===== src/rtl/bpb_update_arbiter.sv =====
// Buffers up to two resolved-branch updates per cycle in an in-order FIFO and
// drains one per non-stalled cycle onto the single BPB write port.
module bpb_update_arbiter #(
    parameter int unsigned DEPTH  = 4,
    parameter int unsigned DROP_W = 16
) (
    input  logic                    clk,
    input  logic                    reset,
    input  logic                    stall,
    input  logic [1:0]              commit_valid,
    input  logic [1:0][31:0]        commit_pc,
    input  logic [1:0]              commit_taken,
    output logic                    wen,
    output logic [31:0]             pc_commit,
    output logic                    taken_commit,
    output logic [$clog2(DEPTH):0]  count,
    output logic                    full,
    output logic [DROP_W-1:0]       drop_count
);

    localparam int unsigned AW = $clog2(DEPTH);
    localparam int unsigned CW = AW + 1;

    logic [32:0]        mem_q [DEPTH];
    logic [AW-1:0]      head_q, head_d;
    logic [AW-1:0]      tail_q, tail_d;
    logic [AW-1:0]      tail_nx;
    logic [CW-1:0]      count_q, count_d;
    logic [DROP_W-1:0]  drop_q, drop_d;

    logic               deq;
    logic [CW-1:0]      space;
    logic [1:0]         n_in, n_acc, n_drop;
    logic [32:0]        wr0, wr1;
    logic [DROP_W:0]    drop_sum;

    assign wen          = (count_q != '0);
    assign pc_commit    = wen ? mem_q[head_q][32:1] : '0;
    assign taken_commit = wen ? mem_q[head_q][0]    : 1'b0;
    assign count        = count_q;
    assign full         = (count_q == CW'(DEPTH));
    assign drop_count   = drop_q;

    assign deq     = wen & ~stall;
    assign space   = CW'(DEPTH) - count_q + {{(CW-1){1'b0}}, deq};
    assign n_in    = {1'b0, commit_valid[0]} + {1'b0, commit_valid[1]};
    assign tail_nx = tail_q + AW'(1);

    // Compaction: the first accepted entry is slot 0 if valid, otherwise slot 1;
    // a second entry only exists when both slots are valid and both fit.
    assign wr0 = commit_valid[0] ? {commit_pc[0], commit_taken[0]}
                                 : {commit_pc[1], commit_taken[1]};
    assign wr1 = {commit_pc[1], commit_taken[1]};

    always_comb begin
        n_acc = n_in;
        if (CW'(n_in) > space) begin
            n_acc = space[1:0];
        end
        n_drop   = n_in - n_acc;
        head_d   = head_q + AW'(deq);
        tail_d   = tail_q + AW'(n_acc);
        count_d  = count_q + CW'(n_acc) - CW'(deq);
        drop_sum = {1'b0, drop_q} + (DROP_W+1)'(n_drop);
        drop_d   = drop_sum[DROP_W] ? '1 : drop_sum[DROP_W-1:0];
    end

    always_ff @(posedge clk) begin
        if (!reset) begin
            head_q  <= '0;
            tail_q  <= '0;
            count_q <= '0;
            drop_q  <= '0;
        end else begin
            head_q  <= head_d;
            tail_q  <= tail_d;
            count_q <= count_d;
            drop_q  <= drop_d;
        end
    end

    always_ff @(posedge clk) begin
        if (reset) begin
            if (n_acc != 2'd0) begin
                mem_q[tail_q] <= wr0;
            end
            if (n_acc == 2'd2) begin
                mem_q[tail_nx] <= wr1;
            end
        end
    end

endmodule


===== config.mk =====
export PLATFORM = sky130hd
export DESIGN_NAME = bpb_update_arbiter
export DESIGN_NICKNAME = d
export VERILOG_FILES = /design/src/rtl/bpb_update_arbiter.sv
export SDC_FILE = /design/constraint.sdc
export NUM_CORES = 1
export LEC_CHECK = 0
export ABC_AREA = 1
export BUFFER_PORTS_ARGS = -buffer_cell sky130_fd_sc_hd__buf_2
export CORE_ASPECT_RATIO = 1.75
export CORE_MARGIN = 8
export CORE_UTILIZATION = 63
export DETAILED_ROUTE_END_ITERATION = 8
export PLACE_DENSITY = 0.87
export SKIP_LAST_GASP = 1
export SLEW_MARGIN = 20
export SYNTH_ARGS = -nofsm -noshare
export SYNTH_HDL_FRONTEND = slang
export SYNTH_SLANG_ARGS = --single-unit
export TNS_END_PERCENT = 10

===== constraint.sdc =====
create_clock -name clk -period 9.6 [get_ports clk]
set_clock_uncertainty 0.2 [all_clocks]
set_input_delay 0.96 -clock clk [delete_from_list [all_inputs] [get_ports clk]]
set_output_delay 0.96 -clock clk [all_outputs]
set_load 0.01 [all_outputs]

==> results list <==
* Layout filler cell count: 999
- Area taken by flip-flops and latches: 0.00443 mm^2
- FP Rows: 57
* Max transition margin: 26.0%
- Setup-violating endpoint count in the final report: 0
* Worst path arrival time: 5280 ps
- Final estimated routing congestion in global placement: 0.831
- Global routing consumed, on the met2 layer, 46.7% of the routing resources.
- Port Buf Inserts: 124
- Area of the die: 0.0182 mm^2
* Clock input transition at the sequential cells of the worst setup and hold paths: 60 ps
- The number of nets handed over by synthesis was 1168.
* Mean area per synthesized cell: 8.16 um^2
- Library cell occupying the most area in the post-synthesis netlist: edfxtp_1
- The longest clock path from root to sink contains 2 buffers.
- The path class of the tightest hold or removal check is flop to flop.
- DRC violations left: 0
- Final number of max-transition violations: 0
* Total number of vias: 8279
- Final worst path period share: 53.7%
- After detailed routing, the number of vias per cell comes to 6.11.
- Resized cells post-CTS: 0
- The floorplan step set the die height to 173 um.
- The routed design could run at a clock period as short as 5160 ps.
- Unrepaired setup endpoints after global routing: false
* Global Route Usage Sum: 26.7%
- CTS tree: built
- The worst setup path is launched from an input port.
- In the final routed layout, each cell accounts on average for 18.6 um.
* Clock sink total: 155
- Critical Path RT: 9720 ps
* Area used by multi-input combinational logic: 0.00392 mm^2
* Utilization after layout: 73.0%
- 125 I/O pins were placed.
- Once placement finished, the instance area stood at 0.00946 mm^2.
- Netlist area before placement: 0.00883 mm^2
- DPL Wire Length: 14.5 mm
- Clock latency at the later pin of the worst-skew pair: 420 ps
- The die is 106 um wide.
- Along the worst path, the maximum fanout reaches 34.
- Area of the core region: 0.0138 mm^2
* Hold buffer count at CTS: 0
* Pin count of the biggest net entering global routing: 73
- After routing the design area is 0.0100 mm^2.
- Global-route wire length before repair: 39.1 mm
* Post-synthesis cell count: 1082
* Met3 track utilization from global routing: 5.70%
- Static timing analysis puts the maximum clock frequency at 194 MHz.
- After routing, the total negative slack on setup checks comes to 0 ps.
- Worst Setup Slack post-DPL: 4090 ps
- In the post-synthesis netlist, the biggest area contributors are edfxtp_1, nand2_1, nand3_1.
* Actual transition at the worst max-transition pin: 1110 ps
* Cell chosen for the clock root: clkbuf_16
* Most congested layer reported by global routing: met2
* Outcome: complete, no violations
* Post-route antenna net violation count: 0
* Count of nets after finishing: 1251
- In this run the number of H-tree levels came out at 4.
* Initial antenna violation count: 0
* Yosys top cell area share: 44.9%
* Final routed wirelength across all metal layers: 25.2 mm
* Count of maximum capacitance violations: 0
- Total overflow reported by the global router: 0
- Reg2Reg Setup Slack: 4810 ps
* Final-report hold violation count: 0
- Layout cell share with drive strength beyond 1: 18.3%
* Post-synth cell types: 27
- Total clock buffers created by CTS: 17
- For this design the static power due to leakage is 4.44 nW.
- Worst setup slack after layout: 4440 ps
- Across the VDD grid, the largest voltage drop is 0.277 mV.
- Most frequent cells after synthesis: nand2_1, nand3_1, nor2_1
- 1st-pass router iterations: 8
- Compared with the post-synthesis result, the final layout area differs by 13.7%.
* Crit path capture type: flop
- FF+latch count, synth: 155
- The detailed router finished its first iteration with 956 violations.
* Pwr/cell area: 268 mW/mm^2
- GRT met1 Usage: 28.7%
- The via count of the first global-routing pass was 8145.
- The initial utilization of the core area, before any placement, comes to 64.2%.
- For this run, the number of Yosys warnings is 0.
- Among all flip-flop cells after synthesis, the most frequent one is edfxtp_1.
- Buffers added to address setup during post-CTS repair amount to 0.
* Share of flip-flops with an asynchronous set or reset: 0%
- Kind of critical path: input port to flop
- In this run, synthesis inferred 132 flip-flops with an integrated enable.
* Fraction of the yosys area taken by sequential cells: 50.1%
- Count leader, synth: nand2_1
worst max-delay path, cell delays in order:
cell and delay, ps:
buf_2 750, ha_1 380, inv_1 120, ha_1 240
nand2_1 100, nand2_1 70, nor2_2 130, nand3_1 90
nand2_1 200, inv_1 90, ha_1 200, xor3_1 400
fa_1 450, nand3_1 120, nor2_1 50, nand2_1 150
nor3_1 80, nand2_1 400, nand3_1 140, nand2_1 90
inv_1 40
per-layer routing:
metal	wire (um)	up-vias
li1	-	3791
met5	0	-
met4	1030	0
met2	13000	573
met3	2690	111
met1	8450	3804
final timing paths:
kind / startpoint / end / cells past startpoint
max reg2reg: count[2]$_SDFF_PN0_ / drop_count[13]$_SDFF_PN0_ / 25
max: commit_valid[0] / drop_count[13]$_SDFF_PN0_ / 21
min reg2reg: drop_count[12]$_SDFF_PN0_ / drop_count[12]$_SDFF_PN0_ / 2
min: drop_count[12]$_SDFF_PN0_ / drop_count[12]$_SDFF_PN0_ / 2
where the power goes:
part	total [mW]	switching [mW]	internal, mW
Sequential	0.961	0.0542	0.907
Combinational	1.07	0.752	0.317
Clock	0.666	0.298	0.367
registers in the layout, summed over array words and instances (netlist names):
signal,count
drop_count,16
tail_q,2
head_q,2
count,3
mem_q,132
through the flow:
stage	hold slack, ps	total power [mW]	cells
3_5_place_dp	332	2.01	1323
6_report	361	2.70	1356
4_1_cts	358	2.68	1355
2_1_floorplan	342	1.66	1082
3_3_place_gp	334	1.99	1322
5_1_grt	406	2.83	1355
area by class of cell:
type                            count  area share (%)
Tap cell                          177            2.20
Inverter                           49            1.83
Timing Repair Buffer              135            7.12
Multi-Input combinational cell    807            39.0
Clock inverter                     15            1.54
Antenna cell                        1          0.0249
Sequential cell                   155            44.1
Clock buffer                       17            4.23
logic make-up (layout without fill, tap and decap cells):
kind of cell	count (synthesis)	count (layout)	share of synthesized area (%)
adder cells (fa/ha/maj)	15	15	2.30
AO/OA/AOI/OAI	117	117	6.64
other	0	1	0
XOR/XNOR	11	11	1.26
buffers and inverters	120	216	5.99
flip-flops	155	155	50.1
AND/OR/NAND/NOR	631	631	29.5
multiplexers	33	33	4.21
layout by cell type (no fill, tap or decap), drive strengths merged:
master	Yosys	layout
nand2	312	312
o21ai	72	72
clkinvlp	0	2
nand3	149	149
buf	24	135
nand4	7	7
nor2	152	152
xnor2	3	3
clkinv	1	5
diode	0	1
inv	48	56
clkbuf	47	17
nand3b	2	2
edfxtp	132	132
xor2	7	7
mux2	33	33
bufinv	0	1
a31oi	1	1
fa	2	2
xor3	1	1
dfxtp	23	23
nor3	9	9
ha	13	13
a21oi	44	44
No activity file was read; power rests on OpenSTA's default activity.
